==> src/rtl/bus_rr_scheduler_pkg.sv <==
// Shared types and helpers for the round-robin bus scheduler.
package bus_sched_pkg;

    typedef enum logic [1:0] {IDLE, POP, DECODE, DELIVER} state_e;

    localparam int HDR_W     = 8;
    localparam int MAX_PKT_W = 64;

    // Destination ID sits in the top HDR_W bits of a pkt_w-wide packet.
    function automatic logic [HDR_W-1:0] dest_of(input logic [MAX_PKT_W-1:0] pkt,
                                                 input int pkt_w);
        return pkt[pkt_w-1 -: HDR_W];
    endfunction

endpackage

==> src/rtl/bus_rr_scheduler_rr_pick.sv <==
// Combinational round-robin picker: first set request after ptr, wrapping.
module rr_pick #(
    parameter int N  = 4,
    parameter int PW = $clog2(N)
) (
    input  logic [N-1:0]  req,
    input  logic [PW-1:0] ptr,
    output logic [PW-1:0] gnt_id,
    output logic          any
);

    logic [2*N-1:0] dbl;
    logic [PW:0]    idx;

    assign dbl = {req, req};

    // Scan downwards so the closest request after ptr is the last one written.
    always_comb begin
        gnt_id = '0;
        any    = |req;
        idx    = '0;
        for (int k = N; k >= 1; k--) begin
            idx = {1'b0, ptr} + (PW+1)'(k);
            if (dbl[idx]) begin
                gnt_id = (idx >= (PW+1)'(N)) ? PW'(idx - (PW+1)'(N)) : PW'(idx);
            end
        end
    end

endmodule

==> src/rtl/bus_rr_scheduler.sv <==
// Round-robin scheduler moving packets from driver FIFOs to monitor FIFOs
// over a shared bus, with unicast, broadcast and invalid-destination drop.
module bus_rr_scheduler
    import bus_sched_pkg::*;
#(
    parameter int          drvrs     = 4,
    parameter int          pckg_sz   = 16,
    parameter logic [7:0]  broadcast = 8'hFF,
    parameter int          cnt_w     = 16,
    localparam int         GW        = $clog2(drvrs)
) (
    input  logic                     clk,
    input  logic                     reset,
    input  logic [drvrs-1:0]         pndng,
    input  logic [drvrs*pckg_sz-1:0] D_pop,
    input  logic [drvrs-1:0]         full,
    output logic [drvrs-1:0]         pop,
    output logic [drvrs-1:0]         push,
    output logic [pckg_sz-1:0]       D_push,
    output logic [GW-1:0]            grant_id,
    output logic                     busy,
    output logic                     drop,
    output logic [cnt_w-1:0]         pkt_cnt
);

    state_e             state_q;
    logic [GW-1:0]      grant_q;
    logic [GW-1:0]      rr_ptr_q;
    logic [pckg_sz-1:0] pkt_q;
    logic [pckg_sz-1:0] dpush_q;
    logic [drvrs-1:0]   mask_q;
    logic [drvrs-1:0]   pop_q;
    logic               drop_q;
    logic [cnt_w-1:0]   cnt_q;

    logic [GW-1:0]      pick_id;
    logic               pick_any;
    logic [pckg_sz-1:0] head;
    logic [HDR_W-1:0]   head_dest;
    logic [drvrs-1:0]   mask_d;
    logic               drop_d;
    logic               deliver_ok;

    rr_pick #(.N(drvrs), .PW(GW)) u_pick (
        .req    (pndng),
        .ptr    (rr_ptr_q),
        .gnt_id (pick_id),
        .any    (pick_any)
    );

    // Destination is resolved while popping so drop can pulse during DECODE.
    always_comb begin
        head = '0;
        for (int i = 0; i < drvrs; i++) begin
            if (grant_q == GW'(i)) head = D_pop[i*pckg_sz +: pckg_sz];
        end
        head_dest = dest_of(MAX_PKT_W'(head), pckg_sz);
        mask_d    = '0;
        drop_d    = 1'b0;
        if (head_dest == broadcast) begin
            mask_d          = '1;
            mask_d[grant_q] = 1'b0;
        end else if (head_dest < HDR_W'(drvrs)) begin
            mask_d[head_dest[GW-1:0]] = 1'b1;
        end else begin
            drop_d = 1'b1;
        end
    end

    assign deliver_ok = (state_q == DELIVER) && ((mask_q & full) == '0);
    assign push       = deliver_ok ? mask_q : '0;
    assign D_push     = deliver_ok ? pkt_q : dpush_q;
    assign pop        = pop_q;
    assign grant_id   = grant_q;
    assign busy       = (state_q != IDLE);
    assign drop       = drop_q;
    assign pkt_cnt    = cnt_q;

    always_ff @(posedge clk or negedge reset) begin
        if (!reset) begin
            state_q  <= IDLE;
            grant_q  <= '0;
            rr_ptr_q <= GW'(drvrs - 1);
            pkt_q    <= '0;
            dpush_q  <= '0;
            mask_q   <= '0;
            pop_q    <= '0;
            drop_q   <= 1'b0;
            cnt_q    <= '0;
        end else begin
            pop_q  <= '0;
            drop_q <= 1'b0;
            case (state_q)
                IDLE: begin
                    if (pick_any) begin
                        grant_q        <= pick_id;
                        pop_q[pick_id] <= 1'b1;
                        state_q        <= POP;
                    end
                end
                POP: begin
                    pkt_q   <= head;
                    mask_q  <= mask_d;
                    drop_q  <= drop_d;
                    state_q <= DECODE;
                end
                DECODE: begin
                    if (drop_q) begin
                        rr_ptr_q <= grant_q;
                        state_q  <= IDLE;
                    end else begin
                        state_q  <= DELIVER;
                    end
                end
                DELIVER: begin
                    if (deliver_ok) begin
                        dpush_q  <= pkt_q;
                        cnt_q    <= cnt_q + cnt_w'(1);
                        rr_ptr_q <= grant_q;
                        state_q  <= IDLE;
                    end
                end
                default: state_q <= IDLE;
            endcase
        end
    end

endmodule

==> config.mk <==
export PLATFORM = sky130hd
export DESIGN_NAME = bus_rr_scheduler
export DESIGN_NICKNAME = d
export VERILOG_FILES = /design/src/rtl/bus_rr_scheduler_pkg.sv /design/src/rtl/bus_rr_scheduler_rr_pick.sv /design/src/rtl/bus_rr_scheduler.sv
export SDC_FILE = /design/constraint.sdc
export NUM_CORES = 1
export LEC_CHECK = 0
export CORE_MARGIN = 2
export CORE_UTILIZATION = 48
export CTS_CLUSTER_SIZE = 10
export DETAILED_ROUTE_END_ITERATION = 10
export HOLD_SLACK_MARGIN = 0.03
export PLACE_DENSITY = 0.85
export SLEW_MARGIN = 20
export SYNTH_ARGS = -nofsm -noshare
export SYNTH_HDL_FRONTEND = slang
export SYNTH_SLANG_ARGS = --single-unit
==> constraint.sdc <==
create_clock -name clk -period 3.98 [get_ports clk]
set_clock_uncertainty 0.05 [all_clocks]
set_input_delay 0.597 -clock clk [delete_from_list [all_inputs] [get_ports clk]]
set_output_delay 0.597 -clock clk [all_outputs]
set_load 0.01 [all_outputs]
==> run metrics, run 1 <==
Placed Area between 4000 and 5000 µm²; fin. max-slew vios 0; die height around 86 µm; Syn Nets ~410; WL final approximately 7800 µm; CTS tree yes; vias in the first global route ~2800; # nets final roughly 530; IO buf count approximately 120; most used cell, CP clkdlybuf4s50_1; Max transition margin 0.4125; Yosys reg bits between 60 and 70; Crit Path Class input pin to primary output; Post-Synthesis Cells between 300 and 400; power density cells between 600 and 700 nW/µm²; WHS 0.2201 ns; Hold Fails Final Rpt 0; Die ar. about 7400 µm²; Critical Path RT between 3 and 4 ns; post-place setup slack 0.7880 ns; Post-Syn Area per Cell between 9 and 10 µm²; post-route cell area around 4700 µm²; clock period minus worst slack 3.132 ns; starting density of the core 0.5024; worst-path fanout max 15; io pins between 100 and 150; Post-Synthesis Cell Area about 3200 µm²; setup slack after layout around 0.85 ns; crit-path cells clkdlybuf4s50_1 > a22oi_1 > and4_1 > buf_4 > and2_1 > clkdlybuf4s50_1; crit start category input pin; largest net degree at the start of global routing 37; Post-synth EDFFs 0; Critical Path AT between 2 and 2.5 ns; Ys Warns 0; post-DR wirelength/cell between 10 and 15 µm; Slew @ Worst Pin between 0.8 and 0.9 ns; synth top area cells dfrtp_1 (47%), nand2_1 (15%), mux4_1 (6.5%); Post-synth ARST share 1.000; register area share after synthesis 0.4893; # clock sinks 63; core area 6422 µm²; antenna violations before repair 0; endpoints failing setup 0; H-tree level count 3; hold crit path type input pin to async pin; Reg2Reg Capture Point mask_q[0]; Root Buffer clkbuf_8; Synth area leader dfrtp_1; Post CTS Setup Buffer Count 0; status finished clean; Max stage delay on crit path ~0.54 ns; CTS Buf Count 9; critical path buffer and inverter count 3; Skew-Pair Late Insertion Delay about 0.33 ns; count leader, synth nand2_1; Peak VDD IR approximately 0.0003 V; synth unique cells 39; DR DRC count 0; Layout Utilization 0.7267; Via Count 2879; DRT Pass-1 Iters 4; family with the most delay on the worst path buffers and inverters; share of the synthesized area in the top cell type 0.4731; layout cell share with drive strength beyond 1 0.08772; Die W 85.99 µm; first-pass GRT wire length between 10000 and 15000 µm; GP Congestion ~0.87; Max Buffers Root-to-Sink 2; Iteration-0 DRC Markers 222; # rows 29; unrepaired setup endpoints after global routing no; top cells by count, synth nand2_1 (131), dfrtp_1 (61), clkbuf_1 (13); overall routing resource usage 0.2243; setup_tns 0 ns; Main synth FF type dfrtp_1; Final period util 0.7868; leak pwr roughly 2.2 nW; post_cts resized 0; hpwl dp 5995 µm; Detail Route Antenna Nets 0; Max Clock Freq roughly 320 MHz; cells on worst reg2reg path 5; Crit. Startpoint full[2]; Crit. End Element primary output; reg-to-reg slack, setup 1.06 ns; max cap viols 0; Via density around 5.4; Worst-path clk slew ~0.070 ns; Ant. Diodes 0; Area Overhead vs Synth 44.63%; # hold bufs at CTS 0; GRT overflow 0; Critical-path top delay cell clkdlybuf4s50_1; worst flop-to-flop path startpoint grant_id[1]
[how the worst max path moves through the flow]
stage,end,cells past startpoint
floorplan,mask_q[0],5
CTS,push[1],6
finish,push[1],6
global route,D_push[1],7
global placement,mask_q[0],6
detailed placement,mask_q[0],6
[registers in the layout, indices dropped and copies added (netlist names)]
register	cells
pkt_cnt	16
pop	4
pkt_q	16
state_q	2
rr_ptr_q	2
dpush_q	16
mask_q	4
grant_id	2
drop	1
[layer usage]
layer,vias to the layer above,part of all wire,track usage
li1,1366,-,-
met1,1381,0.41,0.2886
met2,128,0.51,0.3728
met3,4,0.075,0.06256
met4,0,0.0057,0.06349
met5,-,0,0
[report_power, final]
part | switching [W] | internal [W]
combinational | 0.000765 | 0.000795
clock | 0.000234 | 0.000291
sequential | 0.000195 | 0.000885
[through the flow]
| stage | instances | total power (W) |
|---|---|---|
| after global placement | 517 | 0.002603 |
| after detailed placement | 517 | 0.002655 |
| final | 533 | 0.003165 |
| after global routing | 533 | 0.003408 |
| after CTS | 533 | 0.003183 |
| after floorplan | 332 | 0.001977 |
[placed cells by master, fill, tap and decap left out, types with 2 or more instances in the layout]
master	instances
a21oi_1	5
a22oi_1	2
a31oi_1	2
and2_1	5
and3_1	3
and4_1	2
buf_4	6
clkbuf_8	13
clkdlybuf4s50_1	116
clkinv_2	3
dfrtp_1	61
dfstp_2	2
ha_1	2
inv_1	4
mux2_2	3
mux4_1	8
mux4_2	8
nand2_1	131
nand2b_1	5
nand3_1	10
nand4_1	7
nor2_1	9
nor2b_1	5
nor3_1	5
nor4_1	2
o211ai_1	2
o21ai_0	6
or4_4	2
xnor2_1	9
xor2_1	6
[logic make-up after synthesis]
group           count (synthesis)  share of synthesized area
flops                          63                     0.4893
simple gates                  190                     0.2590
compound gates                 23                    0.04420
mux                            20                     0.1345
xor+xnor                       15                    0.04071
buf+inv                        19                    0.02443
fa+ha+maj                       2                   0.007754
[cell type report]
class                      instances  area, µm²
inverter                           4      15.01
clock inverter                     3      15.01
clock buffer                      13      178.9
timing repair buffer             123       1211
tap                               77      96.34
fill                             453       1755
sequential                        63       1579
multi-input combinational        250       1572
[worst register-to-register path: stages (launching register included)]
cell,delay (ns)
dfrtp_1,0.84
mux4_1,0.45
or4_4,0.55
or4_4,0.55
or3_1,0.33
nand3_1,0.09
Note: power is estimated with default switching activity, not from simulation.
==> run 2, diff against run 1 <==
--- a/config.mk
+++ b/config.mk
@@ -6,11 +6,11 @@
 export NUM_CORES = 1
 export LEC_CHECK = 0
 export CORE_MARGIN = 2
-export CORE_UTILIZATION = 48
+export CORE_UTILIZATION = 40
 export CTS_CLUSTER_SIZE = 10
 export DETAILED_ROUTE_END_ITERATION = 10
 export HOLD_SLACK_MARGIN = 0.03
-export PLACE_DENSITY = 0.85
+export PLACE_DENSITY = 0.76
 export SLEW_MARGIN = 20
 export SYNTH_ARGS = -nofsm -noshare
 export SYNTH_HDL_FRONTEND = slang
==> constraint.sdc (replaced) <==
create_clock -name clk -period 2.7 [get_ports clk]
set_clock_uncertainty 0.05 [all_clocks]
set_input_delay 0.405 -clock clk [delete_from_list [all_inputs] [get_ports clk]]
set_output_delay 0.405 -clock clk [all_outputs]
set_load 0.01 [all_outputs]
==> run metrics, run 2 (synthesized netlist as in run 1, its figures left out) <==
first-pass GRT wire length 13660 µm (+5.4%); GRT overflow 0 (unchanged); overall routing resource usage 0.2014 (-0.02290); H-tree level count 3 (unchanged); Max Buffers Root-to-Sink 2 (unchanged); WHS 0.04251 ns (-0.1776 ns); layout cell share with drive strength beyond 1 0.1208 (+0.03304); post-route cell area 4883 µm² (+4.6%); Max transition margin 0.5657 (+0.1532); critical path buffer and inverter count 3 (unchanged); largest net degree at the start of global routing 37 (unchanged); Iteration-0 DRC Markers 191 (-14%); starting density of the core 0.4154 (-0.08700); IO buf count 117 (unchanged); Fillers 645 (+42%); DRT Pass-1 Iters 4 (unchanged); io pins 118 (unchanged); Die W 93.82 µm (+9.1%); # rows 32 (+10%); leak pwr 2.273 nW (+4.3%); Peak VDD IR 0.0004554 V (+51%); clock period minus worst slack roughly 2.6 ns; endpoints failing setup 0 (unchanged); Cells after DPL 557 (+7.7%); hold crit path type input pin to async pin; die height 93.82 µm (+9.1%); power density cells 1020 nW/µm² (+50%); Final period util 0.9790; Max stage delay on crit path 0.55 ns (about the same); max cap viols 0 (unchanged); Ant. Diodes 0 (unchanged); Worst-path clk slew 0.07 ns (about the same); worst-path fanout max 8 (-7); most used cell, CP clkdlybuf4s50_1; WL final 8117 µm (+4.7%); core area 7767 µm² (+21%); Root Buffer clkbuf_8; Die ar. 8801 µm² (+19%); Max Clock Freq between 300 and 400 MHz; Via density 5.051 (-6.5%); Slew @ Worst Pin 0.6515 ns (-0.2298 ns); Detail Route Antenna Nets 0 (unchanged); crit-path cells clkdlybuf4s50_1 > a22oi_2 > and4_4 > buf_4 > and2_1 > clkdlybuf4s50_1; vias in the first global route 3000 (+6.7%); antenna violations before repair 0 (unchanged); # clock sinks 63 (unchanged); Placed Area 4627 µm² (+3.5%); CTS Buf Count 9 (unchanged); Crit Path Class input pin to primary output; Critical Path AT 2.19 ns (-0.29 ns); GP Congestion 0.8523 (-2.3%); PnR Total Power 0.004981 W (+57%); fin. max-slew vios 0 (unchanged); CTS tree yes; Critical-path top delay cell clkdlybuf4s50_1; status finished clean; crit start category input pin; Skew-Pair Late Insertion Delay 0.33 ns (about the same); # nets final 543 (+3.0%); most frequent cells in the layout nand2_1 (131), clkdlybuf4s50_1 (116), dfrtp_1 (60); Area Overhead vs Synth 51.34%; Crit. End Element primary output; Hold Fails Final Rpt 0 (unchanged); hpwl dp 6488 µm (+8.2%); post-place setup slack -0.2847 ns (-1.073 ns); post-DR wirelength/cell 14.14 µm (-2.8%); Critical Path RT 2.25 ns (-1.08 ns); Via Count 2899 (+0.69%); fin cells 574 (+7.7%); setup slack after layout 0.05682 ns (-0.7916 ns); family with the most delay on the worst path buffers and inverters; commonest non-fill, non-tap cell in the layout nand2_1; DR DRC count 0 (unchanged)
## run 2: area by class of cell
type / instances / area [µm²] / area share
multi-input cells: 250 / 1582 / 0.3239
clock buffers: 13 / 158.9 / 0.03254
well taps: 102 / 127.6 / 0.02613
repair buffers: 139 / 1355 / 0.2775
flip-flops and latches: 63 / 1580 / 0.3236
inverters: 4 / 15.01 / 0.003075
clock inverters: 3 / 65.06 / 0.01332
## run 2: worst paths after layout
| path | to | cells after the start | slack (ns) | start |
|---|---|---|---|---|
| setup / recovery | push[0] | 6 | 0.06 | full[0] |
| hold / removal | pkt_cnt[7] | 1 | 0.04 | reset |
| setup reg to reg | mask_q[0] | 6 | 0.09 | grant_id[0] |
| hold reg to reg | dpush_q[5] | 2 | 0.42 | dpush_q[5] |
| max in group asynchronous | rr_ptr_q[1] | 2 | 1.87 | reset |
| min in group clk | dpush_q[5] | 2 | 0.42 | dpush_q[5] |
## run 2: timing repair
action / 4_1_cts / 5_1_grt
pin swaps: 0 / 2
setup endpoints to repair: 2 / 19
hold buffers: 0 / 0
buffers inserted: 1 / 0
endpoints found under the hold margin: 0 / 0
gates resized for setup: 2 / 5
## run 2: through the flow
| step | util | setup TNS [ns] |
|---|---|---|
| 6_report | 0.6287 | 0 |
| 5_1_grt | 0.6287 | -0.003563 |
| 4_1_cts | 0.6266 | 0 |
| 3_5_place_dp | 0.5957 | -0.9626 |
| 3_3_place_gp | 0.5957 | -0.6510 |
| 2_1_floorplan | - | 0 |
## run 2: per-layer routing
layer / vias to the layer above / global-route usage / wire length (µm)
met5: - / 0 / 0
met4: 0 / 0.06280 / 115
met3: 15 / 0.05217 / 562
met2: 119 / 0.3554 / 4121
met1: 1364 / 0.2400 / 3317
li1: 1401 / - / -
## run 2: where the power goes
part	switching [W]	leakage, nW	internal [W]	total (W)
Combinational	0.00119	1.35	0.00131	0.00250
Sequential	0.000263	0.805	0.00131	0.00157
Clock	0.000343	0.114	0.000570	0.000913
Total	0.00180	2.27	0.00319	0.00498
==> run 3, diff against run 2 <==
--- a/config.mk
+++ b/config.mk
@@ -9,8 +9,8 @@
 export CORE_UTILIZATION = 40
 export CTS_CLUSTER_SIZE = 10
 export DETAILED_ROUTE_END_ITERATION = 10
-export HOLD_SLACK_MARGIN = 0.03
-export PLACE_DENSITY = 0.76
+export HOLD_SLACK_MARGIN = 0.1
+export PLACE_DENSITY = 0.83
 export SLEW_MARGIN = 20
 export SYNTH_ARGS = -nofsm -noshare
 export SYNTH_HDL_FRONTEND = slang
==> run metrics, run 3 (synthesized netlist as in run 1, its figures left out) <==
status finished clean; antenna violations before repair 0 (unchanged); DRT Pass-1 Iters 4 (unchanged); Critical Path RT 2.25 ns (about the same); Via Count 2948 (+1.7%); Hold Path End dpush_q[6]; power density cells 983.7 nW/µm² (-3.6%); Max stage delay on crit path 0.48 ns (-0.07 ns); Root Buffer clkbuf_8; power share of the combinational group 0.520 (+0.019); Fillers 658 (+2.0%); clock period minus worst slack 2.638 ns (-0.005153 ns); worst-path fanout max 20 (+12); crit-path cells clkdlybuf4s50_1 > a22oi_2 > buf_4 > nand4_1 > buf_6 > nand2_1 > nand2_1 > clkdlybuf4s50_1; # nets final 540 (-0.55%); Critical Path AT 2.18 ns (about the same); post-place setup slack -0.2197 ns (+0.06501 ns); first-pass GRT wire length 13540 µm (-0.86%); io pins 118 (unchanged); Max Buffers Root-to-Sink 2 (unchanged); hpwl dp 6484 µm (about the same); hold path depth 2; core area 7767 µm² (unchanged); # rows 32 (unchanged); Area Overhead vs Synth 49.24%; endpoints failing setup 0 (unchanged); Die W 93.82 µm (unchanged); Multi-input gate area 1578 µm² (-0.24%); starting density of the core 0.4154 (unchanged); Die ar. 8801 µm² (unchanged); post-DR wirelength/cell 14.47 µm (+2.3%); Placed Area 4624 µm² (about the same); WHS 0.4191 ns (+0.3766 ns); crit start category input pin; Max Clock Freq 379.1 MHz (+0.20%); cells on worst reg2reg path 5 (-1); GRT overflow 0 (unchanged); CTS tree yes; Layout Utilization 0.6200 (-0.008699); Int Pwr 0.002935 W (-7.9%); Skew-Pair Late Insertion Delay 0.34 ns (about the same); worst flop-to-flop path startpoint grant_id[0]; Final period util 0.9770 (-0.001909); Max transition margin 0.5760 (+0.01029); max cap viols 0 (unchanged); Seq pwr share 0.334 (+0.019); vias in the first global route 2958 (-1.4%); Peak VDD IR 0.0004139 V (-9.1%); layout cell share with drive strength beyond 1 0.1109 (-0.009889); most frequent cells in the layout nand2_1 (131), clkdlybuf4s50_1 (111), dfrtp_1 (60); H-tree level count 3 (unchanged); Worst-path clk slew 0.06 ns (about the same); sw frac 0.3805 (+0.02000); hold crit path type register to register; Iteration-0 DRC Markers 93 (-51%); Slew @ Worst Pin 0.6307 ns (-0.02083 ns); GP Congestion 0.8459 (-0.75%); Crit Path Class input pin to primary output; Ant. Diodes 0 (unchanged); post-route cell area 4816 µm² (-1.4%); largest net degree at the start of global routing 39 (+5.4%); die height 93.82 µm (unchanged); critical path buffer and inverter count 4 (+1); overall routing resource usage 0.1981 (-0.003235); Critical-path top delay cell clkdlybuf4s50_1; clock share of power 0.146 (-0.037); Hold Fails Final Rpt 0 (unchanged); unrepaired setup endpoints after global routing no; CTS Buf Count 9 (unchanged); # clock sinks 63 (unchanged); WL final 8264 µm (+1.8%); commonest non-fill, non-tap cell in the layout nand2_1; Via density 5.163 (+2.2%); leak pwr 2.291 nW (+0.81%); IO buf count 117 (unchanged); Detail Route Antenna Nets 0 (unchanged); family with the most delay on the worst path buffers and inverters; Post CTS Setup Buffer Count 0 (-1); Psw 0.001802 W (+0.39%); min-delay src dpush_q[6]; storage element area 1580 µm² (unchanged); Reg2Reg Capture Point mask_q[0]; Crit. End Element primary output; DR DRC count 0 (unchanged); reg-to-reg slack, setup 0.09 ns (about the same); fin. max-slew vios 0 (unchanged); setup slack after layout 0.06198 ns (+0.005153 ns)
run 3: final cells by class:
| cell class | count | share of cell area |
|---|---|---|
| sequential | 63 | 0.3281 |
| multi-input combinational | 250 | 0.3276 |
| timing repair buffer | 136 | 0.2809 |
| clock buffer | 14 | 0.03170 |
| tap | 102 | 0.02650 |
| inverter | 4 | 0.003118 |
| clock inverter | 2 | 0.002078 |
run 3: power groups by stage:
stage               clock [W]  sequential (W)  combinational (W)
floorplan                   0         0.00151            0.00140
global placement            0         0.00158            0.00240
detailed placement          0         0.00158            0.00248
CTS                  0.000703         0.00157            0.00250
global route         0.000745         0.00163            0.00272
finish               0.000690         0.00158            0.00247
run 3: what timing repair did:
action / CTS / global route
endpoints found under the setup margin: 18 / 21
hold endpoints to repair: 23 / 0
hold buffers: 1 / 0
resized for setup: 2 / 10
run 3: worst max path at each step:
stage                startpoint        end  slack, ns  cells after the start
floorplan           grant_id[0]  mask_q[0]       0.06                      6
global placement      D_pop[28]  mask_q[0]      -0.19                      6
detailed placement    D_pop[44]  mask_q[0]      -0.22                      6
CTS                     full[2]  D_push[0]       0.01                      8
global route            full[0]  D_push[0]      0.003                      8
finish                  full[0]  D_push[0]       0.06                      8
run 3: routing by layer:
layer / GRT usage / routed length, µm / share of wire
met1: 0.2437 / 3365 / 0.41
met5: 0 / 0 / 0
met3: 0.04173 / 595 / 0.072
met4: 0.07488 / 132 / 0.016
met2: 0.3417 / 4170 / 0.50
run 3: stage by stage:
step | TNS (ns) | power [W] | cells
floorplan | 0 | 0.002915 | 332
global placement | -0.7315 | 0.003975 | 555
detailed placement | -0.8464 | 0.004065 | 555
CTS | 0 | 0.004773 | 572
global route | 0 | 0.005091 | 571
finish | 0 | 0.004738 | 571
run 3: tightest hold or removal path: stages (launching register included):
cell,delay (ns)
dfrtp_1,0.32
nand2_1,0.06
nand2_1,0.06
